`config.mk`:
```
export PLATFORM = sky130hd
export DESIGN_NAME = tap_controller_ir
export DESIGN_NICKNAME = d
export VERILOG_FILES = /design/src/rtl/tap_controller_ir.sv
export SDC_FILE = /design/constraint.sdc
export NUM_CORES = 1
export LEC_CHECK = 0
export ABC_AREA = 1
export BUFFER_PORTS_ARGS = -buffer_cell sky130_fd_sc_hd__buf_4
export CAP_MARGIN = 25
export CORE_UTILIZATION = 44
export DETAILED_ROUTE_END_ITERATION = 16
export GPL_TIMING_DRIVEN = 0
export PLACE_DENSITY = 0.73
export SLEW_MARGIN = 20
export SYNTH_ARGS = -nofsm -noshare
export SYNTH_HDL_FRONTEND = slang
export SYNTH_SLANG_ARGS = --single-unit
```
`constraint.sdc`:
```
create_clock -name TCK -period 1.2 [get_ports TCK]
set_clock_uncertainty 0.15 [all_clocks]
set_input_delay 0.06 -clock TCK [delete_from_list [all_inputs] [get_ports TCK]]
set_output_delay 0.06 -clock TCK [all_outputs]
set_load 0.1 [all_outputs]
```
`src/rtl/tap_controller_ir.sv`:
```
// -----------------------------------------------------------------------------
// tap_controller_ir
//   IEEE 1149.1 TAP controller with instruction register, bypass register and
//   optional 32-bit IDCODE register.
//
//   Configuration macro: TAP_IDCODE_EN
//     defined   -> IDCODE register present, reset opcode = IDCODE_OP
//     undefined -> no IDCODE register, reset opcode = BYPASS_OP,
//                  IDCODE_OP selects BYPASS, SEL_IDCODE tied low
//
//   Ports
//     TCK        TAP clock; rise: state + shift registers, fall: TDO + IR latch
//     TRST       asynchronous active-low reset
//     TMS, TDI   mode select, serial data in
//     USER_TDO   serial out of the external (user) data register
//     TDO/TDO_EN serial data out and its output enable
//     IR         latched instruction
//     SEL_*      one-hot data register select decoded from IR
//     STATE      current 4-bit state code
//     TLR..UPDATE_IR  state decodes
// -----------------------------------------------------------------------------
module tap_controller_ir #(
    parameter int unsigned          IR_WIDTH     = 4,
    parameter logic [31:0]          IDCODE_VALUE = 32'h1000_0001,
    parameter logic [IR_WIDTH-1:0]  IDCODE_OP    = IR_WIDTH'(1),
    parameter logic [IR_WIDTH-1:0]  BYPASS_OP    = '1
) (
    input  logic                TCK,
    input  logic                TRST,
    input  logic                TMS,
    input  logic                TDI,
    input  logic                USER_TDO,
    output logic                TDO,
    output logic                TDO_EN,
    output logic [IR_WIDTH-1:0] IR,
    output logic                SEL_BYPASS,
    output logic                SEL_IDCODE,
    output logic                SEL_USER,
    output logic [3:0]          STATE,
    output logic                TLR,
    output logic                RTI,
    output logic                CAPTURE_DR,
    output logic                SHIFT_DR,
    output logic                UPDATE_DR,
    output logic                CAPTURE_IR,
    output logic                SHIFT_IR,
    output logic                UPDATE_IR
);

    typedef enum logic [3:0] {
        StTlr     = 4'hF, StRti     = 4'hC, StSelDr   = 4'h7, StCapDr   = 4'h6,
        StShDr    = 4'h2, StEx1Dr   = 4'h1, StPauseDr = 4'h3, StEx2Dr   = 4'h0,
        StUpdDr   = 4'h5, StSelIr   = 4'h4, StCapIr   = 4'hE, StShIr    = 4'hA,
        StEx1Ir   = 4'h9, StPauseIr = 4'hB, StEx2Ir   = 4'h8, StUpdIr   = 4'hD
    } state_e;

    // Fixed IR capture pattern: bit0 = 1, bit1 = 0, others 0.
    localparam logic [IR_WIDTH-1:0] IrCapture = IR_WIDTH'(1);

`ifdef TAP_IDCODE_EN
    localparam logic [IR_WIDTH-1:0] ResetOp = IDCODE_OP;
`else
    localparam logic [IR_WIDTH-1:0] ResetOp = BYPASS_OP;
`endif

    state_e                state_q, state_d;
    logic [IR_WIDTH-1:0]   ir_shift_q;
    logic [IR_WIDTH-1:0]   ir_q, ir_d;
    logic                  bypass_q;
    logic                  tdo_q, tdo_d;
    logic                  tdo_en_q, tdo_en_d;
    logic                  sel_bypass, sel_idcode, sel_user;
    logic                  dr_bit0;

    // ---------------- state machine ----------------
    always_comb begin
        state_d = state_q;
        unique case (state_q)
            StTlr:     state_d = TMS ? StTlr   : StRti;
            StRti:     state_d = TMS ? StSelDr : StRti;
            StSelDr:   state_d = TMS ? StSelIr : StCapDr;
            StCapDr:   state_d = TMS ? StEx1Dr : StShDr;
            StShDr:    state_d = TMS ? StEx1Dr : StShDr;
            StEx1Dr:   state_d = TMS ? StUpdDr : StPauseDr;
            StPauseDr: state_d = TMS ? StEx2Dr : StPauseDr;
            StEx2Dr:   state_d = TMS ? StUpdDr : StShDr;
            StUpdDr:   state_d = TMS ? StSelDr : StRti;
            StSelIr:   state_d = TMS ? StTlr   : StCapIr;
            StCapIr:   state_d = TMS ? StEx1Ir : StShIr;
            StShIr:    state_d = TMS ? StEx1Ir : StShIr;
            StEx1Ir:   state_d = TMS ? StUpdIr : StPauseIr;
            StPauseIr: state_d = TMS ? StEx2Ir : StPauseIr;
            StEx2Ir:   state_d = TMS ? StUpdIr : StShIr;
            StUpdIr:   state_d = TMS ? StSelDr : StRti;
            default:   state_d = StTlr;
        endcase
    end

    // ---------------- rising-edge registers ----------------
    always_ff @(posedge TCK or negedge TRST) begin
        if (!TRST) begin
            state_q    <= StTlr;
            ir_shift_q <= '0;
            bypass_q   <= 1'b0;
        end else begin
            state_q <= state_d;
            if (state_q == StCapIr) begin
                ir_shift_q <= IrCapture;
            end else if (state_q == StShIr) begin
                ir_shift_q <= {TDI, ir_shift_q[IR_WIDTH-1:1]};
            end
            if (sel_bypass) begin
                if (state_q == StCapDr) begin
                    bypass_q <= 1'b0;
                end else if (state_q == StShDr) begin
                    bypass_q <= TDI;
                end
            end
        end
    end

`ifdef TAP_IDCODE_EN
    logic [31:0] idcode_q;

    always_ff @(posedge TCK or negedge TRST) begin
        if (!TRST) begin
            idcode_q <= '0;
        end else if (sel_idcode) begin
            if (state_q == StCapDr) begin
                idcode_q <= IDCODE_VALUE;
            end else if (state_q == StShDr) begin
                idcode_q <= {TDI, idcode_q[31:1]};
            end
        end
    end

    assign sel_bypass = (ir_q == BYPASS_OP);
    assign sel_idcode = !sel_bypass && (ir_q == IDCODE_OP);
`else
    logic unused_idcode_value;
    assign unused_idcode_value = ^IDCODE_VALUE;

    // Without the IDCODE register its opcode falls back to BYPASS.
    assign sel_bypass = (ir_q == BYPASS_OP) || (ir_q == IDCODE_OP);
    assign sel_idcode = 1'b0;
`endif
    assign sel_user = !sel_bypass && !sel_idcode;

    // ---------------- falling-edge outputs / IR latch ----------------
    always_comb begin
        dr_bit0 = USER_TDO;
        if (sel_bypass) begin
            dr_bit0 = bypass_q;
        end
`ifdef TAP_IDCODE_EN
        else if (sel_idcode) begin
            dr_bit0 = idcode_q[0];
        end
`endif
    end

    always_comb begin
        tdo_d    = 1'b0;
        tdo_en_d = 1'b0;
        ir_d     = ir_q;
        if (state_q == StShIr) begin
            tdo_d    = ir_shift_q[0];
            tdo_en_d = 1'b1;
        end else if (state_q == StShDr) begin
            tdo_d    = dr_bit0;
            tdo_en_d = 1'b1;
        end
        if (state_q == StUpdIr) begin
            ir_d = ir_shift_q;
        end else if (state_q == StTlr) begin
            ir_d = ResetOp;
        end
    end

    always_ff @(negedge TCK or negedge TRST) begin
        if (!TRST) begin
            ir_q     <= ResetOp;
            tdo_q    <= 1'b0;
            tdo_en_q <= 1'b0;
        end else begin
            ir_q     <= ir_d;
            tdo_q    <= tdo_d;
            tdo_en_q <= tdo_en_d;
        end
    end

    // ---------------- outputs ----------------
    assign TDO        = tdo_q;
    assign TDO_EN     = tdo_en_q;
    assign IR         = ir_q;
    assign SEL_BYPASS = sel_bypass;
    assign SEL_IDCODE = sel_idcode;
    assign SEL_USER   = sel_user;
    assign STATE      = state_q;
    assign TLR        = (state_q == StTlr);
    assign RTI        = (state_q == StRti);
    assign CAPTURE_DR = (state_q == StCapDr);
    assign SHIFT_DR   = (state_q == StShDr);
    assign UPDATE_DR  = (state_q == StUpdDr);
    assign CAPTURE_IR = (state_q == StCapIr);
    assign SHIFT_IR   = (state_q == StShIr);
    assign UPDATE_IR  = (state_q == StUpdIr);

endmodule

```
==> results of run 1 <==
-- cell families after synthesis --
family,Yosys count,synth area share [%]
AOI/OAI and AO/OA,11,8.62
buffers and inverters,27,12.9
DFF,15,45.8
other,1,0.445
and+or+nand+nor,60,32.2
-- synth_stat cells (2+ instances only) --
master,instances
dfrtp_1,5
dfstp_2,8
nor3_1,2
dfrtn_1,2
nor2_2,2
o21ai_1,2
buf_4,2
nor2_1,12
inv_2,6
o22ai_1,2
nand2_1,29
nand3_1,11
nand2_2,2
clkinv_1,2
a22oi_1,3
inv_1,17
-- per-stage QoR --
step | std cells | area [µm²] | utilization, % | setup WS, ps
after floorplan | 114 | 1010 | - | -1510
after global placement | 163 | 1220 | 69.0 | -870
after detailed placement | 163 | 1220 | 69.0 | -888
==> flow_summary.ini, run 1 <==
[logic_synthesis]
syn_inst = 114
ys_ff_latch = 15
async_flop_share_pct = 100
synthTopCellsByArea = dfstp_2 25%, dfrtp_1 15%, nand2_1 13%
syn-cell-area_um2 = 842
syn_avg_cell_area_um2 = 7.39
ys.flop_type = dfstp_2
ys_warn_count = 0
ys_types = 23
syn-num-nets = 119
synth_top_area_share_pct = 25.0
seq_area_frac_synth_pct = 45.8
synth_top_cell_by_area = dfstp_2
synth_edf_count = 0

[status]
error_line = [ERROR DPL-0038] Utilization greater than 100%, impossible to legalize
status = did not finish
haltStage = clock tree synthesis (4_1_cts)

[floorplanning]
die_h_um = 45.7
rows = 15
num_io_pins = 26
chipWidth_um = 45.7
start_util_pct = 47.7

[clocking]
post-cts-setup-buffers = 23
cts_sinks = 15
clockBufferDepth = 2
post_cts_resized = 99
cts_buffers = 3
cts-root-buf = clkbuf_4
htree_levels = 1
cts_hold_buf = 3

[placement]
dp_hpwl_mm = 1.49
port_buffers = 24
gp_congestion = 0.841
==> run 2: changes to the inputs <==
- CORE_AREA: default -> 2 2 63 65
- CORE_UTILIZATION: 44 -> default
- DIE_AREA: default -> 0 0 65 67
- PLACE_DENSITY: 0.73 -> default
- PLACE_DENSITY_LB_ADDON: default -> 0.15
- clock period: 1.2 -> 1.6 ns (I/O delays scaled with it)
==> flow_summary.ini, run 2 <==
[floorplanning]
chipWidth_um = 65
start_util_pct = 23.4
num_io_pins = 26
die_h_um = 67
core-area_um2 = 3610
design.die.area_um2 = 4360
rows = 22

[detailed_routing]
drc = 0
first_pass_iters = 4
drtIter0Drc = 17
ant_nets = 0
wire_per_inst_um = 11.8
wl_mm = 2.76
post_drt_via_cell_ratio = 4.23
wl_met2_mm = 1.61
met3_length_um = 142
m1WireLength_um = 990
via_count = 989
top_layer_used = met4

[logic_synthesis]
synth_top_cell_by_area = dfstp_2
async_flop_share_pct = 100
syn_avg_cell_area_um2 = 7.39
seq_area_frac_synth_pct = 45.8
ys_types = 23
synth_edf_count = 0
ys.flop_type = dfstp_2
syn-num-nets = 119
syn-cell-area_um2 = 842
synthTopCellsByArea = dfstp_2 25%, dfrtp_1 15%, nand2_1 13%
ys_ff_latch = 15
synth.most_common_cell = nand2_1
syn_inst = 114
ys_warn_count = 0
netlist_top_cells_count = 29 x nand2_1, 17 x inv_1, 12 x nor2_1
synth_top_area_share_pct = 25.0

[clocking]
cts_buffers = 3
htree_levels = 1
cts-root-buf = clkbuf_8
cts_sinks = 15
clk_latency_ps = 320
cts_tree = done
clockBufferDepth = 2
clkTransAtPathRegs_ps = 70

[global_routing]
grt_max_degree = 16
grt_pass1_vias = 1017
grt_overflow = 0
antenna_found_initial = 0
grt_pass1_wl_mm = 4.60
gr-usage-all-layers_pct = 14.1

[sta]
hold_viol_final = 0
drv_slew = 0
setup_ws_ps = -932
setup_violations = 30
rsz0062_at_grt = true
whs_ps = 60.5

[worst_hold_path]
min_path_type = in2async

[setup_path]
cp_slowest_cell = dfstp_4
crit_fanout = 3
cp-end-kind = output pin
path_cells = inv_2 -> nor2_2 -> nand2_2 -> nand2_8 -> clkinvlp_4 -> buf_12
slowest_delay_ps = 610
start_kind = flop
arrival_ps = 2300
crit_type = reg2out
required_ps = 1370

[final_layout]
final_nets = 192
layout_commonest_cell = buf_4
multi_input_area_um2 = 581
ff_latch_area_um2 = 415
drive_above_1_share_pct = 65.6
antenna_cells = 0
fillers = 322
area_growth_pct = 147
mostFrequentLayoutCells = 27 x buf_4, 21 x buf_6, 18 x nand2_1, 16 x inv_1, 14 x buf_12

[placement]
gp_congestion = 0.880
dp_hpwl_mm = 1.58
port_buffers = 24

[status]
status = finished with violations
violations = setup timing

[run]
cap_viol_max_count = 0
==> run 2: cell counts after synthesis <==
No cell type changed its count.
==> run 2: repair_timing <==
item,CTS,global route
setup buffers,30,14
endpoints found under the setup margin,23,29
hold endpoints to repair,14,0
pin swaps,12,19
hold buffers,3,0
gates resized for setup,83,36
==> run 2: worst paths after layout <==
check,end,cells past startpoint,slack (ps),from
max,SEL_USER,6,-930,IR[0]
min,ir_shift_q[0],2,60,TRST
max reg2reg,bypass_q,8,-710,IR[0]
min reg2reg,bypass_q,2,330,bypass_q
max in group asynchronous,IR[2],2,250,TRST
min in group TCK,bypass_q,2,330,bypass_q
==> run 2: routing by layer <==
layer / GRT usage, % / up-vias
met4: 3.99 / 0
met2: 26.8 / 26
met5: 0 / -
met1: 15.2 / 467
met3: 3.89 / 2
li1: - / 494
==> run 2: final cells by class <==
type,count,area share [%]
clock buffers,4,3.19
plain buffers,1,0.361
multi-input cells,72,27.9
clock inverters,4,0.722
well taps,48,2.89
repair buffers,66,37.1
inverters,24,7.88
flip-flops and latches,15,20.0
==> run 2: worst max-delay path: cells and delay by family (launching register included) <==
| family | cells | cell delay [ps] |
|---|---|---|
| buffers and inverters | 3 | 300 |
| DFF | 1 | 610 |
| and+or+nand+nor | 3 | 270 |
==> run 2: stage by stage <==
stage                     worst slack [ps]  instance area, µm²  instances  TNS (ps)  util, %
after floorplan                      -1310                 992        114    -12590        -
after global placement                -681                1230        186     -7110     34.2
after detailed placement              -693                1230        186     -7150     34.2
after CTS                             -934                1880        225     -9330     52.3
after global routing                 -1000                2080        234    -11910     57.7
final                                 -932                2080        234    -10340     57.7
==> run 2: kinds of logic after synthesis <==
| family | after synthesis | synth area share, % |
|---|---|---|
| buf+inv | 27 | 12.9 |
| other cells | 1 | 0.445 |
| simple gates | 60 | 32.2 |
| flops | 15 | 45.8 |
| compound gates | 11 | 8.62 |
Power of run 2 is not shown: default switching activity piles up to over one toggle a cycle in this logic, so the estimate is an artifact.
==> run 3: changes to the inputs <==
- clock period: 1.6 -> 3.05 ns (I/O delays scaled with it)
==> flow_summary.ini, run 3 (synthesized netlist as in run 2, its figures left out) <==
[run]
cap_viol_max_count = 0

[setup_path]
crit_fanout = 3
reg2regPathDepth = 8
rr_startpoint = IR[0]
cp_slowest_cell = dfstp_4
start_kind = flop
r2r-end = bypass_q
slowest_delay_ps = 610
crit_type = reg2out
required_ps = 2750
path_cells = inv_2 -> nor2_2 -> nand2_2 -> nand2_8 -> clkinvlp_4 -> buf_12
rrSetupSlack_ps = 10
crit_start = IR[0]
endpoint = SEL_USER
arrival_ps = 3030
cp-end-kind = output pin

[detailed_routing]
ant_nets = 0
via_count = 824
first_pass_iters = 4
wire_per_inst_um = 10.6
drc = 0
post_drt_via_cell_ratio = 4.16
wl_mm = 2.10
drtIter0Drc = 13

[sta]
setup_ws_ps = -286
hold_viol_final = 0
setup_violations = 3
whs_ps = 134
rsz0062_at_grt = true
fin_setup_tns_ps = -533
drv_slew = 0

[floorplanning]
start_util_pct = 23.4
die_h_um = 67
num_io_pins = 26
chipWidth_um = 65
core-area_um2 = 3610
rows = 22
design.die.area_um2 = 4360

[placement]
gp_congestion = 0.814
port_buffers = 24
dp_hpwl_mm = 1.62

[global_routing]
grt_util_met1_pct = 13.4
antenna_found_initial = 0
gr-usage-all-layers_pct = 10.7
grt_use_met3_pct = 3.21
grt_pass1_vias = 799
grt_overflow = 0
gr-usage-met2_pct = 18.2
grt_pass1_wl_mm = 3.55
grt_max_degree = 16
top_usage_layer = met2

[clocking]
clk_latency_ps = 320
clkTransAtPathRegs_ps = 70
cts-root-buf = clkbuf_8
clockBufferDepth = 2
cts_buffers = 3
cts_sinks = 15
htree_levels = 1
cts_tree = done

[worst_hold_path]
min_path_type = in2async

[final_layout]
final_nets = 156
layout_commonest_cell = nand2_1
multi_input_area_um2 = 400
fillers = 406
area_growth_pct = 58.4
antenna_cells = 0
ff_latch_area_um2 = 415
drive_above_1_share_pct = 41.3
mostFrequentLayoutCells = 24 x nand2_1, 23 x buf_4, 18 x inv_1, 11 x nor2_1, 10 x nand3_1

[status]
violations = setup timing
status = finished with violations
[run 3: cell count changes in the layout (fill, tap and decap cells not counted), sizes merged]
cell	delta
clkinv	-1
inv	+1
buf	-36
[run 3: worst min-delay path by stage]
| stage | end | from | cells past startpoint |
|---|---|---|---|
| floorplan | bypass_q | TRST | 0 |
| global placement | bypass_q | TRST | 1 |
| detailed placement | bypass_q | TRST | 1 |
| CTS | ir_shift_q[1] | TRST | 2 |
| global route | bypass_q | TRST | 2 |
| finish | bypass_q | TRST | 2 |
[run 3: repair_timing]
| item | CTS | global route |
|---|---|---|
| resized for setup | 7 | 1 |
| gates cloned | 0 | 0 |
| endpoints found under the hold margin | 12 | 0 |
| endpoints found under the setup margin | 5 | 6 |
| hold buffers | 3 | 0 |
| setup buffers | 2 | 1 |
| pin swaps | 3 | 0 |
[run 3: through the flow]
| stage | instances | util, % | instance area (µm²) | setup slack, ps |
|---|---|---|---|---|
| finish | 198 | 37.0 | 1330 | -286 |
| global route | 198 | 37.0 | 1330 | -351 |
| CTS | 198 | 36.9 | 1330 | -298 |
| detailed placement | 186 | 32.8 | 1180 | -57.3 |
| global placement | 186 | 32.8 | 1180 | -31.8 |
| floorplan | 114 | - | 942 | -582 |
[run 3: per-layer routing]
metal	vias up	wire length, µm
met5	-	0
met3	2	127
li1	420	-
met1	379	957
met4	0	14
met2	23	1000
[run 3: critical path, delay by kind of cell, from the launching register on]
family        cells  cell delay (ps)
buf+inv           3              300
flops             1              610
simple gates      3              290
[run 3: layout make-up]
| type | count | share of cell area [%] |
|---|---|---|
| flip-flops and latches | 15 | 31.1 |
| multi-input cells | 72 | 30.0 |
| repair buffers | 29 | 18.7 |
| inverters | 24 | 8.16 |
| clock buffers | 4 | 4.97 |
| well taps | 48 | 4.50 |
| plain buffers | 2 | 1.41 |
| clock inverters | 4 | 1.13 |
Power of run 3 is left out for the same reason.
